## config.mk

```make
export PLATFORM = sky130hd
export DESIGN_NAME = cpu_trace_buffer
export DESIGN_NICKNAME = d
export VERILOG_FILES = /design/src/rtl/cpu_trace_buffer.sv
export SDC_FILE = /design/constraint.sdc
export NUM_CORES = 1
export LEC_CHECK = 0
export CORE_AREA = 10 10 351 353
export CTS_CLUSTER_SIZE = 14
export DETAILED_ROUTE_END_ITERATION = 10
export DIE_AREA = 0 0 361 363
export PLACE_DENSITY = 0.74
export SYNTH_ARGS = -nofsm -noshare
export SYNTH_HDL_FRONTEND = slang
export SYNTH_SLANG_ARGS = --single-unit
export TNS_END_PERCENT = 10
```

## constraint.sdc

```tcl
create_clock -name clk_in -period 6.1 [get_ports clk_in]
set_clock_uncertainty 0.05 [all_clocks]
set_input_delay 1.22 -clock clk_in [delete_from_list [all_inputs] [get_ports clk_in]]
set_output_delay 1.22 -clock clk_in [all_outputs]
set_load 0.05 [all_outputs]
```

## src/rtl/cpu_trace_buffer.sv

```systemverilog
// Instruction/register-write trace capture FIFO with first-word-fall-through head.
// Captures that arrive while the FIFO is full (and not popping) are counted as drops.
module cpu_trace_buffer #(
  parameter int DEPTH     = 16,
  parameter bit ALL_INSNS = 1'b0,
  localparam int CW       = $clog2(DEPTH) + 1
) (
  input  logic          clk_in,
  input  logic          reset,
  input  logic          capture_en,
  input  logic          clear,
  input  logic [31:0]   pc,
  input  logic [31:0]   inst,
  input  logic          w,
  input  logic [4:0]    waddr,
  input  logic [31:0]   wdata,
  output logic          out_valid,
  input  logic          out_ready,
  output logic [31:0]   out_pc,
  output logic [31:0]   out_inst,
  output logic [31:0]   out_wdata,
  output logic [4:0]    out_waddr,
  output logic [CW-1:0] count,
  output logic          overflow,
  output logic [15:0]   drop_cnt
);
  localparam int AW = $clog2(DEPTH);

  typedef struct packed {
    logic [31:0] pc;
    logic [31:0] inst;
    logic [4:0]  waddr;
    logic [31:0] wdata;
  } entry_t;

  entry_t        mem_q [DEPTH];
  logic [AW-1:0] wptr_q, wptr_d, rptr_q, rptr_d;
  logic [CW-1:0] count_q, count_d;
  logic          ovf_q, ovf_d;
  logic [15:0]   drop_q, drop_d;

  logic   push_req, pop, full, do_push;
  entry_t wr_ent, head;

  assign push_req = capture_en & (ALL_INSNS | (w & (waddr != 5'd0)));
  assign full     = (count_q == CW'(DEPTH));
  assign pop      = (count_q != '0) & out_ready;
  assign do_push  = push_req & (~full | pop) & ~clear;
  assign wr_ent   = '{pc: pc, inst: inst,
                      waddr: w ? waddr : 5'd0, wdata: w ? wdata : 32'd0};

  always_comb begin
    wptr_d  = wptr_q;
    rptr_d  = rptr_q;
    count_d = count_q;
    ovf_d   = ovf_q;
    drop_d  = drop_q;
    if (clear) begin
      wptr_d  = '0;
      rptr_d  = '0;
      count_d = '0;
      ovf_d   = 1'b0;
      drop_d  = '0;
    end else begin
      if (do_push) wptr_d = wptr_q + 1'b1;
      if (pop)     rptr_d = rptr_q + 1'b1;
      if (do_push && !pop)      count_d = count_q + 1'b1;
      else if (!do_push && pop) count_d = count_q - 1'b1;
      // A full FIFO that pops this edge still has room for the new entry.
      if (push_req && full && !pop) begin
        ovf_d = 1'b1;
        if (drop_q != 16'hFFFF) drop_d = drop_q + 16'd1;
      end
    end
  end

  always_ff @(posedge clk_in or posedge reset) begin
    if (reset) begin
      wptr_q  <= '0;
      rptr_q  <= '0;
      count_q <= '0;
      ovf_q   <= 1'b0;
      drop_q  <= '0;
    end else begin
      wptr_q  <= wptr_d;
      rptr_q  <= rptr_d;
      count_q <= count_d;
      ovf_q   <= ovf_d;
      drop_q  <= drop_d;
    end
  end

  // Storage is left unreset; the head is masked whenever the FIFO is empty.
  always_ff @(posedge clk_in) begin
    if (do_push) mem_q[wptr_q] <= wr_ent;
  end

  assign head      = (count_q != '0) ? mem_q[rptr_q] : '0;
  assign out_valid = (count_q != '0);
  assign out_pc    = head.pc;
  assign out_inst  = head.inst;
  assign out_waddr = head.waddr;
  assign out_wdata = head.wdata;
  assign count     = count_q;
  assign overflow  = ovf_q;
  assign drop_cnt  = drop_q;
endmodule

```

==> impl_metrics.py, run 1 <==
metrics = {
    "die": {
        "std_cell_rows": 125,
        "core_mm2": 0.116,
        "die-area_mm2": 0.131,
        "die_y_um": 363,
        "start_util_pct": 54.6,
        "die_w_um": 361,
        "io_pins": 231,
    },
    "min_path": {
        "hold_class": "flop to flop",
    },
    "cells_and_area": {
        "final_area_mm2": 0.0730,
        "drive_gt1_share_pct": 26.7,
        "layout.nets": 3047,
        "post_layout_nonfiller_instances": 4591,
        "ff_latch_area_mm2": 0.0493,
        "areaGrowthSynthToFinish_pct": 15.3,
        "fillers": 7416,
        "multi_input_area_mm2": 0.0135,
        "finish.utilization_pct": 63.0,
    },
    "timing": {
        "post-route-period-util_pct": 89.5,
        "period_needed_ns": 5.46,
        "finalHoldViolCount": 0,
        "drv_slew": 0,
        "setup_viol": 0,
        "worst_slew_pin_slew_ns": 1.04,
        "tns_ns": 0,
        "clock.fmax_mhz": 183,
        "relSlewSlack_pct": 31.0,
        "rsz0062_at_grt": "no",
    },
    "global_routing": {
        "grt_usage_pct": 22.4,
        "grt_pass1_wl_mm": 214,
        "grt_start_max_net_pins": 93,
        "antenna_found_initial": 20,
        "overflow": 0,
        "grt_pass1_vias": 30500,
    },
    "clock_tree": {
        "cts_setup_buffers": 0,
        "cts_tree": "built",
        "cts.sinks": 1646,
        "root_buffer": "clkbuf_16",
        "clk_pin_slew_ns": 0.06,
        "clock_latency_ns": 0.75,
        "numCtsBuffers": 160,
        "clk_path_buf_depth": 3,
        "h-tree-depth": 4,
        "post_cts_resized": 0,
        "cts-hold-fix-buffers": 0,
    },
    "synth": {
        "netlist-cell-type-count": 45,
        "synth-seq-cells": 1646,
        "netlist_top_cells_area": "edfxtp_1 (77%), mux4_2 (18%), and2_1 (1.4%)",
        "syn_nets": 2716,
        "synthesis.instances": 2598,
        "synthTopCellsByCount": "edfxtp_1 (1616), mux4_2 (505), and2_1 (139)",
        "ys_seq_area_share_pct": 77.9,
        "synth-edff-count": 1616,
        "yosysMostFrequentCell": "edfxtp_1",
        "ys.flop_type": "edfxtp_1",
        "yosysTopAreaCell": "edfxtp_1",
        "synth-async-reset-ratio_pct": 1.82,
        "post-synth-top-area-fraction_pct": 76.7,
        "syn_area_per_cell_um2": 24.4,
        "syn_area_mm2": 0.0633,
        "yosysWarnings": 0,
    },
    "setup_path": {
        "cp_data_required_time_ns": 4.83,
        "critPathLaunchType": "flop",
        "cp_max_fo": 50,
        "worstPathArrival_ns": 4.19,
        "worstSetupPathType": "flop to output port",
        "worstSetupEndpointType": "output port",
    },
    "routing": {
        "drt_iter0_drc": 3533,
        "post-route-drc-count": 0,
        "wirelength_mm": 145,
        "ant_nets": 0,
        "drt_first_pass_iters": 5,
        "vias_per_cell": 6.34,
        "routedWlPerCell_um": 31.7,
        "vias": 29100,
    },
    "placed_design": {
        "place_congestion": 0.768,
        "placedCellCount": 4291,
        "hpwl_mm": 74.1,
        "placed_area_mm2": 0.0680,
        "portBuffers": 230,
    },
    "power_and_ir_drop": {
        "vdd_drop_max_mv": 0.383,
        "leakage_uw": 0.0222,
        "power_uw": 28100,
        "power_density_mw_per_mm2": 385,
    },
    "status": {
        "status": "finished, final reports clean",
    },
    "job": {
        "drv_cap": 0,
    },
}
-- placed cells by master, fill, tap and decap left out, drive strengths merged, types with 2 or more instances in the layout --
| cell | netlist | final |
|---|---|---|
| and2 | 139 | 139 |
| diode | 0 | 5 |
| mux2 | 5 | 5 |
| mux2i | 2 | 2 |
| o211ai | 2 | 2 |
| o21ai | 4 | 4 |
| a211oi | 6 | 6 |
| inv | 6 | 15 |
| a21o | 2 | 2 |
| xnor2 | 14 | 14 |
| nor4 | 5 | 5 |
| nand3b | 3 | 3 |
| mux4 | 505 | 505 |
| a21oi | 10 | 10 |
| nand4 | 4 | 4 |
| dfrtp | 30 | 30 |
| nand2 | 13 | 13 |
| ha | 10 | 10 |
| edfxtp | 1616 | 1616 |
| clkbuf | 62 | 208 |
| nor2b | 3 | 3 |
| clkinv | 0 | 67 |
| nand3 | 13 | 13 |
| buf | 73 | 75 |
| nor3 | 2 | 2 |
| bufinv | 0 | 8 |
| clkinvlp | 0 | 3 |
| or4 | 2 | 2 |
| xor2 | 4 | 4 |
| nor2 | 44 | 44 |
| clkdlybuf4s50 | 0 | 229 |
| or3 | 4 | 4 |
| and3 | 4 | 4 |
-- power breakdown --
group | switching [uW] | internal, uW
clock network | 4070 | 5320
logic | 3500 | 2650
registers | 55.8 | 12500
total | 7630 | 20400
-- sequential cells by signal, summed over array words and instances, names as in the netlist --
register  cells
drop_cnt     16
overflow      1
mem_q      1616
count         5
wptr_q        4
rptr_q        4
-- cell families after synthesis --
kind of cell	Yosys count	share of synthesized area [%]
compound gates	30	0.344
simple gates	240	2.18
mux	512	18.1
xor+xnor	18	0.249
fa+ha+maj	11	0.229
buf+inv	141	1.02
flops	1646	77.9
-- metal layers --
layer  global-route usage [%]  wire (um)  up-vias
met5                        0        145        -
met1                     30.8      55100    15500
met2                     36.0      72300     1523
met3                     5.48      14300      239
met4                     6.54       3480       24
li1                         -          -    11800
-- cell type report --
| type | instances | share of cell area [%] |
|---|---|---|
| antenna | 5 | 0.0171 |
| clock buffer | 208 | 5.88 |
| clock inverter | 87 | 0.938 |
| inverter | 6 | 0.0309 |
| multi-input combinational | 811 | 18.5 |
| sequential | 1646 | 67.5 |
| tap | 1524 | 2.61 |
| timing repair buffer | 304 | 4.51 |
-- worst paths after layout --
path                            slack [ns]           end  startpoint  cells after the start
worst max-delay path                  0.64  out_wdata[1]    count[0]                      5
worst min-delay path                  0.48      overflow    overflow                      2
worst max register to register        2.64      count[4]    count[0]                      9
worst min register to register        0.48      overflow    overflow                      2
max in group asynchronous             4.80     rptr_q[1]       reset                      3
min in group asynchronous             0.82   drop_cnt[1]       reset                      3
-- critical path: stages, from the launching register on --
cell             delay (ns)
dfrtp_1                0.47
nor4_1                 0.79
nand2b_4               0.59
buf_4                  0.48
and2_1                 0.29
clkdlybuf4s50_1        0.73
-- stage by stage --
| step | setup WS (ns) | hold slack [ns] |
|---|---|---|
| final | 0.638 | 0.479 |
| after floorplan | -0.554 | 0.513 |
| after detailed placement | 1.35 | 0.471 |
| after global routing | 0.440 | 0.511 |
| after CTS | 0.527 | 0.490 |
| after global placement | 1.48 | 0.463 |
(Power assumes the default switching activity.)
==> run 2: changes to the inputs <==
--- a/config.mk
+++ b/config.mk
@@ -5,11 +5,13 @@
 export SDC_FILE = /design/constraint.sdc
 export NUM_CORES = 1
 export LEC_CHECK = 0
+export ABC_CLOCK_PERIOD_IN_PS = 6100
 export CORE_AREA = 10 10 351 353
 export CTS_CLUSTER_SIZE = 14
 export DETAILED_ROUTE_END_ITERATION = 10
 export DIE_AREA = 0 0 361 363
-export PLACE_DENSITY = 0.74
+export MAX_ROUTING_LAYER = met4
+export PLACE_DENSITY = 0.75
 export SYNTH_ARGS = -nofsm -noshare
 export SYNTH_HDL_FRONTEND = slang
 export SYNTH_SLANG_ARGS = --single-unit
==> run 2 against run 1 <==
Critical path depth increased by 1. Core utilization is essentially flat. Largest power group unchanged. Via count barely moved.
==> impl_metrics.py, run 2 (synthesis gave the netlist of run 1 again) <==
metrics = {
    "die": {
        "die_w_um": 361,
        "die_y_um": 363,
        "core_mm2": 0.116,
        "io_pins": 231,
        "start_util_pct": 54.6,
        "std_cell_rows": 125,
        "die-area_mm2": 0.131,
    },
    "power_and_ir_drop": {
        "p_int_uw": 20400,
        "p_switching_uw": 7580,
        "clkPwrFrac_pct": 33.0,
        "power_density_mw_per_mm2": 383,
        "vdd_drop_max_mv": 0.424,
        "leakage_uw": 0.0222,
        "comb_power_share_pct": 22.0,
        "netSwitchingFraction_pct": 27.1,
        "p_seq_share_pct": 45.0,
    },
    "setup_path": {
        "worstSetupEndpointType": "output port",
        "worst_path_largest_cell_delay_ns": 0.74,
        "path_common_cell": "mux4_2",
        "critical_path.cell_chain": "buf_12 > buf_4 > mux4_2 > mux4_2 > and2_1 > clkdlybuf4s50_1",
        "critPathLaunchType": "flop",
        "cp_data_required_time_ns": 4.83,
        "crit_family": "buffers and inverters",
        "critPathBufInv": 3,
        "worstPathArrival_ns": 4.17,
        "worstSetupPathType": "flop to output port",
        "slowest_stage": "dfrtp_4",
        "cp_max_fo": 23,
    },
    "clock_tree": {
        "clock_latency_ns": 0.77,
        "cts_tree": "built",
        "clk_path_buf_depth": 3,
        "root_buffer": "clkbuf_16",
        "cts-hold-fix-buffers": 0,
        "h-tree-depth": 4,
        "cts_setup_buffers": 0,
        "post_cts_resized": 0,
        "clk_pin_slew_ns": 0.06,
        "numCtsBuffers": 159,
        "cts.sinks": 1646,
    },
    "routing": {
        "drt_iter0_drc": 3608,
        "routedWlPerCell_um": 32.1,
        "drt_first_pass_iters": 5,
        "vias_per_cell": 6.34,
        "ant_nets": 0,
        "post-route-drc-count": 0,
        "wirelength_mm": 147,
        "vias": 29100,
    },
    "min_path": {
        "hold_class": "flop to flop",
    },
    "timing": {
        "setup_viol": 0,
        "rsz0062_at_grt": "no",
        "finalHoldViolCount": 0,
        "relSlewSlack_pct": 29.1,
        "post-route-period-util_pct": 89.2,
        "worst_slew_pin_slew_ns": 1.06,
        "clock.fmax_mhz": 184,
        "drv_slew": 0,
        "period_needed_ns": 5.44,
        "hold_slack_ns": 0.463,
    },
    "global_routing": {
        "grt_usage_pct": 23.2,
        "overflow": 0,
        "grt_pass1_vias": 30600,
        "grt_pass1_wl_mm": 216,
        "grt_start_max_net_pins": 102,
        "antenna_found_initial": 19,
    },
    "placed_design": {
        "placedCellCount": 4289,
        "portBuffers": 230,
        "place_congestion": 0.743,
        "hpwl_mm": 74.2,
    },
    "job": {
        "drv_cap": 0,
    },
    "cells_and_area": {
        "post_layout_nonfiller_instances": 4584,
        "areaGrowthSynthToFinish_pct": 15.4,
        "final_cell_mix": "edfxtp_1 (1616), mux4_2 (505), clkdlybuf4s50_1 (229), clkbuf_16 (165), and2_1 (139)",
        "drive_gt1_share_pct": 26.5,
        "layout_commonest_cell": "edfxtp_1",
        "largest_reg_flops": 1616,
        "largest_register": "mem_q",
        "layout.nets": 3044,
    },
    "status": {
        "status": "finished, final reports clean",
    },
}
[run 2: changes by cell type in the layout (fill, tap and decap cells not counted)]
| cell | delta |
|---|---|
| clkinvlp_4 | -2 |
| clkinv_1 | -11 |
| buf_4 | -17 |
| clkbuf_1 | +7 |
| diode_2 | +8 |
| bufinv_16 | -1 |
| clkinv_8 | -2 |
| buf_12 | +15 |
| clkinv_2 | -1 |
| inv_16 | -3 |
[run 2: worst register-to-register path, cell delays in order (launching register included)]
cell and delay (ns):
dfrtp_1 0.47, or4_4 0.60, o21ai_2 0.33, nand3b_1 0.27, fa_1 0.47, a21o_1 0.20, a21oi_1 0.19, a21oi_1 0.07
a22oi_1 0.17, mux2_1 0.33
[run 2: per-stage QoR]
stage,setup WS [ns],TNS [ns],util [%],cell area [um2],power [uW]
6_report,0.656,0,63.0,73000,28000
5_1_grt,0.465,0,63.0,73000,28900
4_1_cts,0.550,0,63.0,73000,28200
3_5_place_dp,1.37,0,58.8,68200,19100
3_3_place_gp,1.38,0,58.8,68200,19000
2_1_floorplan,-0.554,-844.17,-,63300,17100
[run 2: per-layer routing]
layer,global-route usage [%],wire (um),vias to the layer above
met5,-,0,-
met1,31.2,56400,15500
met3,4.96,13800,214
met4,5.39,2680,0
li1,-,-,11800
met2,36.8,74100,1557
[run 2: layout make-up]
type	count	area, um2
Timing Repair Buffer	302	3460
Antenna cell	13	32.5
Multi-Input combinational cell	811	13500
Inverter	6	22.5
Tap cell	1524	1910
Fill cell	7329	42900
Sequential cell	1646	49300
Clock buffer	215	4320
Clock inverter	67	500
[run 2: worst paths after layout]
path                            slack [ns]           end  depth (start not counted)      start
worst min-delay path                  0.46      overflow                          2   overflow
worst max-delay path                  0.66  out_inst[17]                          6  rptr_q[0]
worst min register to register        0.46      overflow                          2   overflow
worst max register to register        2.80      count[4]                          9   count[0]
max in group asynchronous             4.80     rptr_q[1]                          3      reset
min in group asynchronous             0.81     rptr_q[0]                          3      reset
[run 2: power by group through the flow]
| stage | registers [uW] | logic, uW | clock network [uW] |
|---|---|---|---|
| 2_1_floorplan | 12800 | 4340 | 0 |
| 3_3_place_gp | 12800 | 6150 | 0 |
| 3_5_place_dp | 12800 | 6220 | 0 |
| 4_1_cts | 12600 | 6260 | 9360 |
| 5_1_grt | 12600 | 6480 | 9820 |
| 6_report | 12600 | 6140 | 9230 |
